**config.mk**
```make
export PLATFORM = sky130hd
export DESIGN_NAME = fetch_ctrl
export DESIGN_NICKNAME = d
export VERILOG_FILES = /design/src/rtl/fetch_ctrl.sv
export SDC_FILE = /design/constraint.sdc
export NUM_CORES = 1
export LEC_CHECK = 0
export CORE_MARGIN = 4
export CORE_UTILIZATION = 35
export DETAILED_ROUTE_END_ITERATION = 6
export GPL_TIMING_DRIVEN = 0
export PLACE_DENSITY = 0.76
export SYNTH_ARGS = -nofsm -noshare
export SYNTH_HDL_FRONTEND = slang
export SYNTH_SLANG_ARGS = --single-unit
```
**constraint.sdc**
```tcl
create_clock -name clk -period 4.8 [get_ports clk]
set_input_delay 0.72 -clock clk [delete_from_list [all_inputs] [get_ports clk]]
set_output_delay 0.72 -clock clk [all_outputs]
set_load 0.05 [all_outputs]
```
**src/rtl/fetch_ctrl.sv**
```systemverilog
// Instruction-fetch controller: sequences the PC register, runs the imem req/ack
// handshake and hands fetched instructions to decode with trap/redirect/timeout handling.
module fetch_ctrl #(
    parameter logic [31:0] TRAP_VECTOR = 32'h0000_0100,
    parameter int          TIMEOUT     = 16
) (
    input  logic        clk,
    input  logic        reset,
    input  logic [31:0] pc,
    output logic [31:0] pc_next,
    output logic        imem_req,
    output logic [31:0] imem_addr,
    input  logic        imem_ack,
    input  logic [31:0] imem_rdata,
    output logic [31:0] instr,
    output logic        instr_valid,
    input  logic        instr_ready,
    input  logic        stall,
    input  logic        redirect,
    input  logic [31:0] redirect_target,
    input  logic        trap,
    output logic        fetch_err,
    output logic [1:0]  dbg_state
);

    // Handshakes: imem_req/imem_ack completes a fetch in any cycle both are high;
    // instr_valid/instr_ready transfers an instruction when both are high and stall is low.

    typedef enum logic [1:0] {
        ST_BOOT  = 2'd0,
        ST_FETCH = 2'd1,
        ST_VALID = 2'd2
    } state_t;

    localparam logic [7:0] WAIT_LAST = 8'(TIMEOUT - 1);

    state_t      state_q, state_d;
    logic [7:0]  wait_cnt_q, wait_cnt_d;
    logic [31:0] instr_q, instr_d;
    logic        instr_valid_q, instr_valid_d;
    logic        fetch_err_q, fetch_err_d;
    logic        flush;
    logic        timeout_hit;

    always_comb begin
        state_d     = state_q;
        wait_cnt_d  = wait_cnt_q;
        instr_d     = instr_q;
        fetch_err_d = 1'b0;
        pc_next     = pc;
        imem_req    = 1'b0;
        flush       = 1'b0;
        timeout_hit = (state_q == ST_FETCH) && !imem_ack && (wait_cnt_q == WAIT_LAST);

        case (state_q)
            ST_BOOT: begin
                state_d    = ST_FETCH;
                wait_cnt_d = 8'd0;
            end
            ST_FETCH: begin
                imem_req = 1'b1;
                if (imem_ack) begin
                    instr_d    = imem_rdata;
                    wait_cnt_d = 8'd0;
                    state_d    = ST_VALID;
                end else begin
                    wait_cnt_d = wait_cnt_q + 8'd1;
                end
            end
            ST_VALID: begin
                if (instr_ready && !stall) begin
                    pc_next = pc + 32'd4;
                    state_d = ST_FETCH;
                end
            end
            default: state_d = ST_BOOT;
        endcase

        // Events override the per-state outcome; a same-cycle ack is dropped.
        if (state_q != ST_BOOT) begin
            if (trap) begin
                pc_next = TRAP_VECTOR;
                flush   = 1'b1;
            end else if (timeout_hit) begin
                pc_next     = TRAP_VECTOR;
                fetch_err_d = 1'b1;
                flush       = 1'b1;
            end else if (redirect) begin
                flush = 1'b1;
                if (redirect_target[1:0] == 2'b00) begin
                    pc_next = redirect_target;
                end else begin
                    pc_next     = TRAP_VECTOR;
                    fetch_err_d = 1'b1;
                end
            end
        end

        if (flush) begin
            state_d    = ST_FETCH;
            wait_cnt_d = 8'd0;
            instr_d    = instr_q;
        end

        instr_valid_d = (state_d == ST_VALID);
    end

    always_ff @(posedge clk or posedge reset) begin
        if (reset) begin
            state_q       <= ST_BOOT;
            wait_cnt_q    <= 8'd0;
            instr_q       <= 32'd0;
            instr_valid_q <= 1'b0;
            fetch_err_q   <= 1'b0;
        end else begin
            state_q       <= state_d;
            wait_cnt_q    <= wait_cnt_d;
            instr_q       <= instr_d;
            instr_valid_q <= instr_valid_d;
            fetch_err_q   <= fetch_err_d;
        end
    end

    assign imem_addr   = pc;
    assign instr       = instr_q;
    assign instr_valid = instr_valid_q;
    assign fetch_err   = fetch_err_q;
    assign dbg_state   = state_q;

endmodule

```
Word level (Yosys, flattened, before mapping)
Cells that the tools add are included.

operators by class
  add/sub/neg operators = 2
  equality and inequality tests = 4
  mux-type cells = 24
  bitwise logic cells = 1
  reductions and logical operators = 10

operators with widths
  cell                                                              number
  32-bit 2-to-1 mux                                                 7
  32-bit by 3-bit adder with 32-bit output (second input constant)  1
  8-bit 2-to-1 mux                                                  2
  8-bit case mux with 2 select lines                                1
  1-bit 2-to-1 mux                                                  10
  8-bit by 1-bit adder with 8-bit output (second input constant)    1
  8-bit by 4-bit == test with 1-bit output (second input constant)  1
  2-bit 2-to-1 mux                                                  3
  2-bit case mux with 3 select lines                                1
  2-bit == test (second input constant)                             2
  2-bit logical NOT                                                 2
  1-bit logical AND                                                 3
  3-bit AND reduction                                               1
  3-bit nonzero test                                                1
  2-bit by 1-bit == test with 1-bit output (second input constant)  1
  1-bit logical NOT                                                 2
  2-bit nonzero test                                                1
  1-bit NOT                                                         1

word-level totals
  register bits = 44
  input bits = 103
  output and inout bits = 101

Longest topological paths before layout
  depth after elaboration = 8
  depth in mapped cells = 8
  gate-level depth less buffers = 6

Least setup slack after synthesis
Ideal clock, no wire load.

  path kind = register to output
  start = reg state_q[0], in the netlist dbg_state[0]
  end = out pc_next[26]
  arrival time = 3.172 ns
  data required time = 4.080 ns
  setup slack = 0.908 ns
  cell stages (with the launch flop) = 8
  path buffers = 2
  cell sequence = dfrtp_1 > buf_2 > or3b_1 > or3_4 > buf_6 > nor3_2 > a21oi_1 > o31ai_1

between the ends
  cells in the longest elaborated chain, start to end = 6
  elaborated cells between the ends (all ways) = 10
  classes of those cells = eq/ne (2); mux (5); reduce/logical (3)

ends and longest elaborated chain
  element                                                                    RTL line  RTL
  start: declaration                                                         37        state_t state_q, state_d;
  start signal: assignment                                                   116       state_q <= state_d;
  2-bit == test or 2-bit by 1-bit == test with 1-bit output (tied branches)  55, 53
  32-bit 2-to-1 mux or 1-bit logical AND (tied branches)                     55, 53
  32-bit 2-to-1 mux or 1-bit logical AND (tied branches)                     88, 53
  32-bit 2-to-1 mux                                                          84        end else if (timeout_hit) begin
  32-bit 2-to-1 mux                                                          81        if (trap) begin
  32-bit 2-to-1 mux (*)                                                      80        if (state_q != ST_BOOT) begin
  end: declaration                                                           10        output logic [31:0] pc_next,

Mark *: on every way between the ends. The rest lies on a longest branch, timed or not.

Worst setup path after layout
  start = in pc[10]
  end = out pc_next[26]

between the ends
  cells in the longest elaborated chain, start to end = 7

ends and longest elaborated chain
  element                                       RTL line  RTL
  start: declaration                            9         input logic [31:0] pc,
  32-bit by 3-bit adder with 32-bit output (*)  72        pc_next = pc + 32'd4;
  32-bit 2-to-1 mux (*)                         71        if (instr_ready && !stall) begin
  32-bit 2-to-1 mux (*)                         55        case (state_q)
  32-bit 2-to-1 mux                             88        end else if (redirect) begin
  32-bit 2-to-1 mux                             84
  32-bit 2-to-1 mux                             81
  32-bit 2-to-1 mux (*)                         80

Marked as above.

==> results.md <==
Critical path:
- The worst endpoint required time is 4.08 ns.
- The highest net fanout along the worst path is 10.
- The data arrival at the endpoint of the critical path is 3.79 ns.
- The critical path contains buffers and inverters numbering 4 combined.
- The most frequent cell on the critical path is clkdlybuf4s50_1.
- The critical path in this run is classified as in -> out.
- The cell family contributing the most delay on the critical path is buffers and inverters.
- The type of element capturing the critical path is a primary output.
- STA classifies the critical path startpoint as a primary input.
- Traced cell by cell, the critical path runs through clkdlybuf4s50_1 -> nand4_1 -> or4_1 -> buf_4 -> buf_6 -> nor3_2 -> a21oi_1 -> o31ai_1 -> clkdlybuf4s50_1.
- The largest single stage delay on the critical path is 0.88 ns.
- The master of the slowest instance on the critical path is clkdlybuf4s50_1.

Yosys:
- The synthesized netlist devotes 13.4% of its cell area to compound gates.
- The multiplexer area fraction after synthesis is 11.6%.
- The synthesized area is 3270 um2.
- The yosys synthesis warning count is 0.
- The number of nets in the synthesized netlist is 470.
- The arithmetic-cell share of the synthesized area counting full adders, half adders and majority gates is 0.765%.
- The largest area contributor in the netlist is dfrtp_1.
- The number of distinct standard cells referenced by the synthesized netlist is 57.
- Summing the areas of all and, or, nand and nor instances in the mapped netlist gives 22.6% of the synthesized area.
- The most used flip-flop cell after synthesis is dfrtp_1.
- In the synthesized netlist, the number of instances is 365.
- After synthesis, the cell types taking the most area are dfrtp_1 (34%), mux2_2 (11%), buf_4 (7.8%).
- In this run, synthesis inferred 0 flip-flops with an integrated enable.
- After synthesis the netlist holds a flip-flop and latch count of 44.
- Summing the areas of all xor and xnor instances in the mapped netlist gives 6.43% of the synthesized area.
- The async set or reset register ratio after synthesis is 100%.
- In this run the biggest area consumer among cell types represents 33.7% of the synthesized area.
- The synthesized area per cell is 8.96 um2.
- After synthesis, flip-flops and latches occupy 33.7% of the total area.
- After synthesis, the largest family of logic cells by area is simple AND/OR/NAND/NOR gates.

STA:
- The final hold violation count is 0.
- The max-slew violation total from the final report came to 0.
- The final count of negative-setup-slack endpoints is 0.
- The worst pin sits at a relative slew slack of 52.9%.
- Setup slack on the critical path of the routed design comes to 0.286 ns.
- The highest achievable clock rate is 222 MHz.
- On the final layout, the worst clock skew is 0.00738 ns.
- The final-layout worst hold slack is 0.507 ns.
- Setup repair after global routing left no endpoint under its margin.
- The worst path needs 4.51 ns of the cycle, external delays included.
- The part of the cycle the worst path needs is 94.0%.
- Setup total negative slack on the finished layout was measured at 0 ns.
- At the pin with the least slew margin, the transition time is 0.699 ns.

Drt:
- The first routing iteration left 124 violations.
- For this block, the routed nets add up to 11100 um of wire.
- The total DRC errors in the routed layout is 0.
- In this run the remaining antenna-violating nets after routing total 0.
- The first detailed-routing pass took 4 iterations.
- Detailed routing inserted a total of 3432 vias.
- After detailed routing, the average wire length per cell comes to 16.1 um.
- The average via count per standard cell is 4.99.

Finish:
- Compared with the post-synthesis result, the final layout area differs by 70.7%.
- The share of layout cells above drive strength 1 is 18.4%.
- The number of antenna diodes in the final layout is 0.
- For this run, the post-layout net count is 681.

Place:
- Port buffering added 203 buffers.
- The detailed placement HPWL is 9230 um.
- The placer congestion estimate is 0.815.
- Prior to clock tree synthesis, the placed netlist has a worst setup slack of 0.336 ns.

Hold path:
- The worst min-delay path category is reg -> reg.

Global routing:
- The global-route wire length before repair is 17500 um.
- After global routing the overflow that remains totals 0.
- The total routing resource utilization after global routing is 19.6%.
- The via count of the first global-routing pass is 3528.
- The pin count of the biggest net entering global routing is 43.
- The number of antenna violations at the first check in global routing is 0.

Run status:
- The flow ran to the end, and the final reports show no timing, DRC or antenna violations.

Clocking:
- CTS saw 44 sinks.
- At the later pin of the worst-skew pair, clock insertion delay measures 0.29 ns.
- The depth of the CTS H-tree is 2.
- The root buffer cell chosen for the clock tree is clkbuf_8.
- Hold repair after CTS inserted 0 buffers.
- The clock input transition at the sequential cells of the worst setup and hold paths is 0.08 ns.
- The CTS tree is done.
- After clock tree synthesis, the setup repair step added 0 buffers.
- Clock tree synthesis inserted a total of 5 buffers.
- Counting along the longest clock path gives a buffer depth of 2.
- The post-CTS resize count is 0.

Die:
- The placeable core region is 9150 um2.
- The floorplan step defined a die boundary enclosing 11000 um2.
- The die extent in y is 105 um.
- The number of top-level pins is 204.
- Once the floorplan was initialized, standard cells occupied 35.7% of the core.
- The number of rows created at floorplan is 35.
- The die is 105 um wide.

Power and ir drop:
- Of the total power, the share spent switching nets is 41.5%.
- The share of total power in sequential cells is 29.4%.
- IR analysis of the VDD net gives a maximum drop of 0.000285 V.
- Combinational logic is responsible for 52.1% of the overall power.
- Summed over all nets, the switching power comes to 661 uW.
- The internal portion of total power is 931 uW.
- Power comes to 1590 uW.
- Power spread over the standard cell area amounts to 285 nW/um2.
- Of the total power, the clock network draws 18.5%.
- The leakage power is 0.00218 uW.

Flow run:
- Across the run, the number of max-cap violations was 0.
[logic make-up (layout without fill, tap and decap cells)]
family	Yosys count	count (layout)
AND/OR/NAND/NOR	131	131
AO/OA/AOI/OAI	71	71
buffers and inverters	59	271
flip-flops	44	44
multiplexers	34	34
XOR/XNOR	24	24
adder cells (fa/ha/maj)	2	2
[cells in the mapped netlist (3+ instances only)]
master / instances
nand2_1: 46
dfrtp_1: 44
buf_4: 34
mux2_2: 32
o21ai_0: 22
nor2_1: 20
xnor2_1: 20
a21oi_1: 16
inv_1: 12
nand3_1: 10
o21ai_1: 10
nand4_1: 6
nor3_1: 6
nor3_2: 6
and3_1: 5
nor4_2: 5
buf_2: 4
clkbuf_1: 4
nor4_1: 4
xor2_1: 4
a211oi_1: 3
buf_6: 3
o22ai_1: 3
o31a_1: 3
or4_1: 3
[stage by stage]
stage,cells,utilization [%],cell area (um2)
floorplan,365,-,3270
global placement,679,59.4,5440
detailed placement,680,59.7,5460
CTS,688,61.0,5580
global route,688,61.0,5580
finish,688,61.0,5580
[cell type report]
type,instances,area [um2]
clock buffer,6,82.6
timing repair buffer,204,2050
clock inverter,2,38.8
fill,796,3570
tap,111,139
inverter,12,45.0
buffer,47,332
multi-input combinational,262,1790
sequential,44,1100
[worst reg2reg max path, cell delays in order, from the launching register on]
cell and delay, ns:
dfrtp_1 0.46, or4_1 0.63, o211ai_1 0.53, a31oi_1 0.08, o21ai_0 0.23, o41ai_1 0.11
[cells in the final DEF (no fill, tap or decap), types with 4 or more instances in the layout]
master and count:
nor4_1 4, nor4_2 5, nand4_1 6, nand3_1 10, dfrtp_1 44, inv_1 11, xor2_1 4, buf_2 4
buf_4 34, nand2_1 46, xnor2_1 20, nor2_1 20, and3_1 5, o21ai_0 22, clkdlybuf4s50_1 203, nor3_2 6
nor3_1 6, o21ai_1 10, mux2_2 32, clkbuf_8 6, a21oi_1 16, clkbuf_1 4
[sequential cells by signal (all words and copies together) (netlist names)]
name and cells:
instr 32, wait_cnt_q 8, dbg_state 2, fetch_err 1, instr_valid 1
[power by group through the flow]
stage	sequential [uW]	clock, uW	combinational (uW)
floorplan	699	0	271
global placement	471	0	824
detailed placement	476	0	834
CTS	469	303	837
global route	478	322	866
finish	468	295	830
[routing by layer]
metal	up-vias	wire [um]	track usage, %
met5	-	0	0
met1	1592	4230	20.6
met2	158	5580	37.1
met4	0	155	4.12
met3	9	1120	7.04
li1	1673	-	-
[worst paths after layout]
check	start	end	slack, ns	cells after the start
worst min-delay path	instr[8]	instr[8]	0.51	1
max in group asynchronous	reset	wait_cnt_q[4]	3.79	3
worst min register to register	instr[8]	instr[8]	0.51	1
worst max-delay path	pc[10]	pc_next[26]	0.29	9
min in group asynchronous	reset	instr[0]	0.60	2
worst max register to register	wait_cnt_q[4]	wait_cnt_q[5]	2.62	5
(Power assumes the default switching activity.)
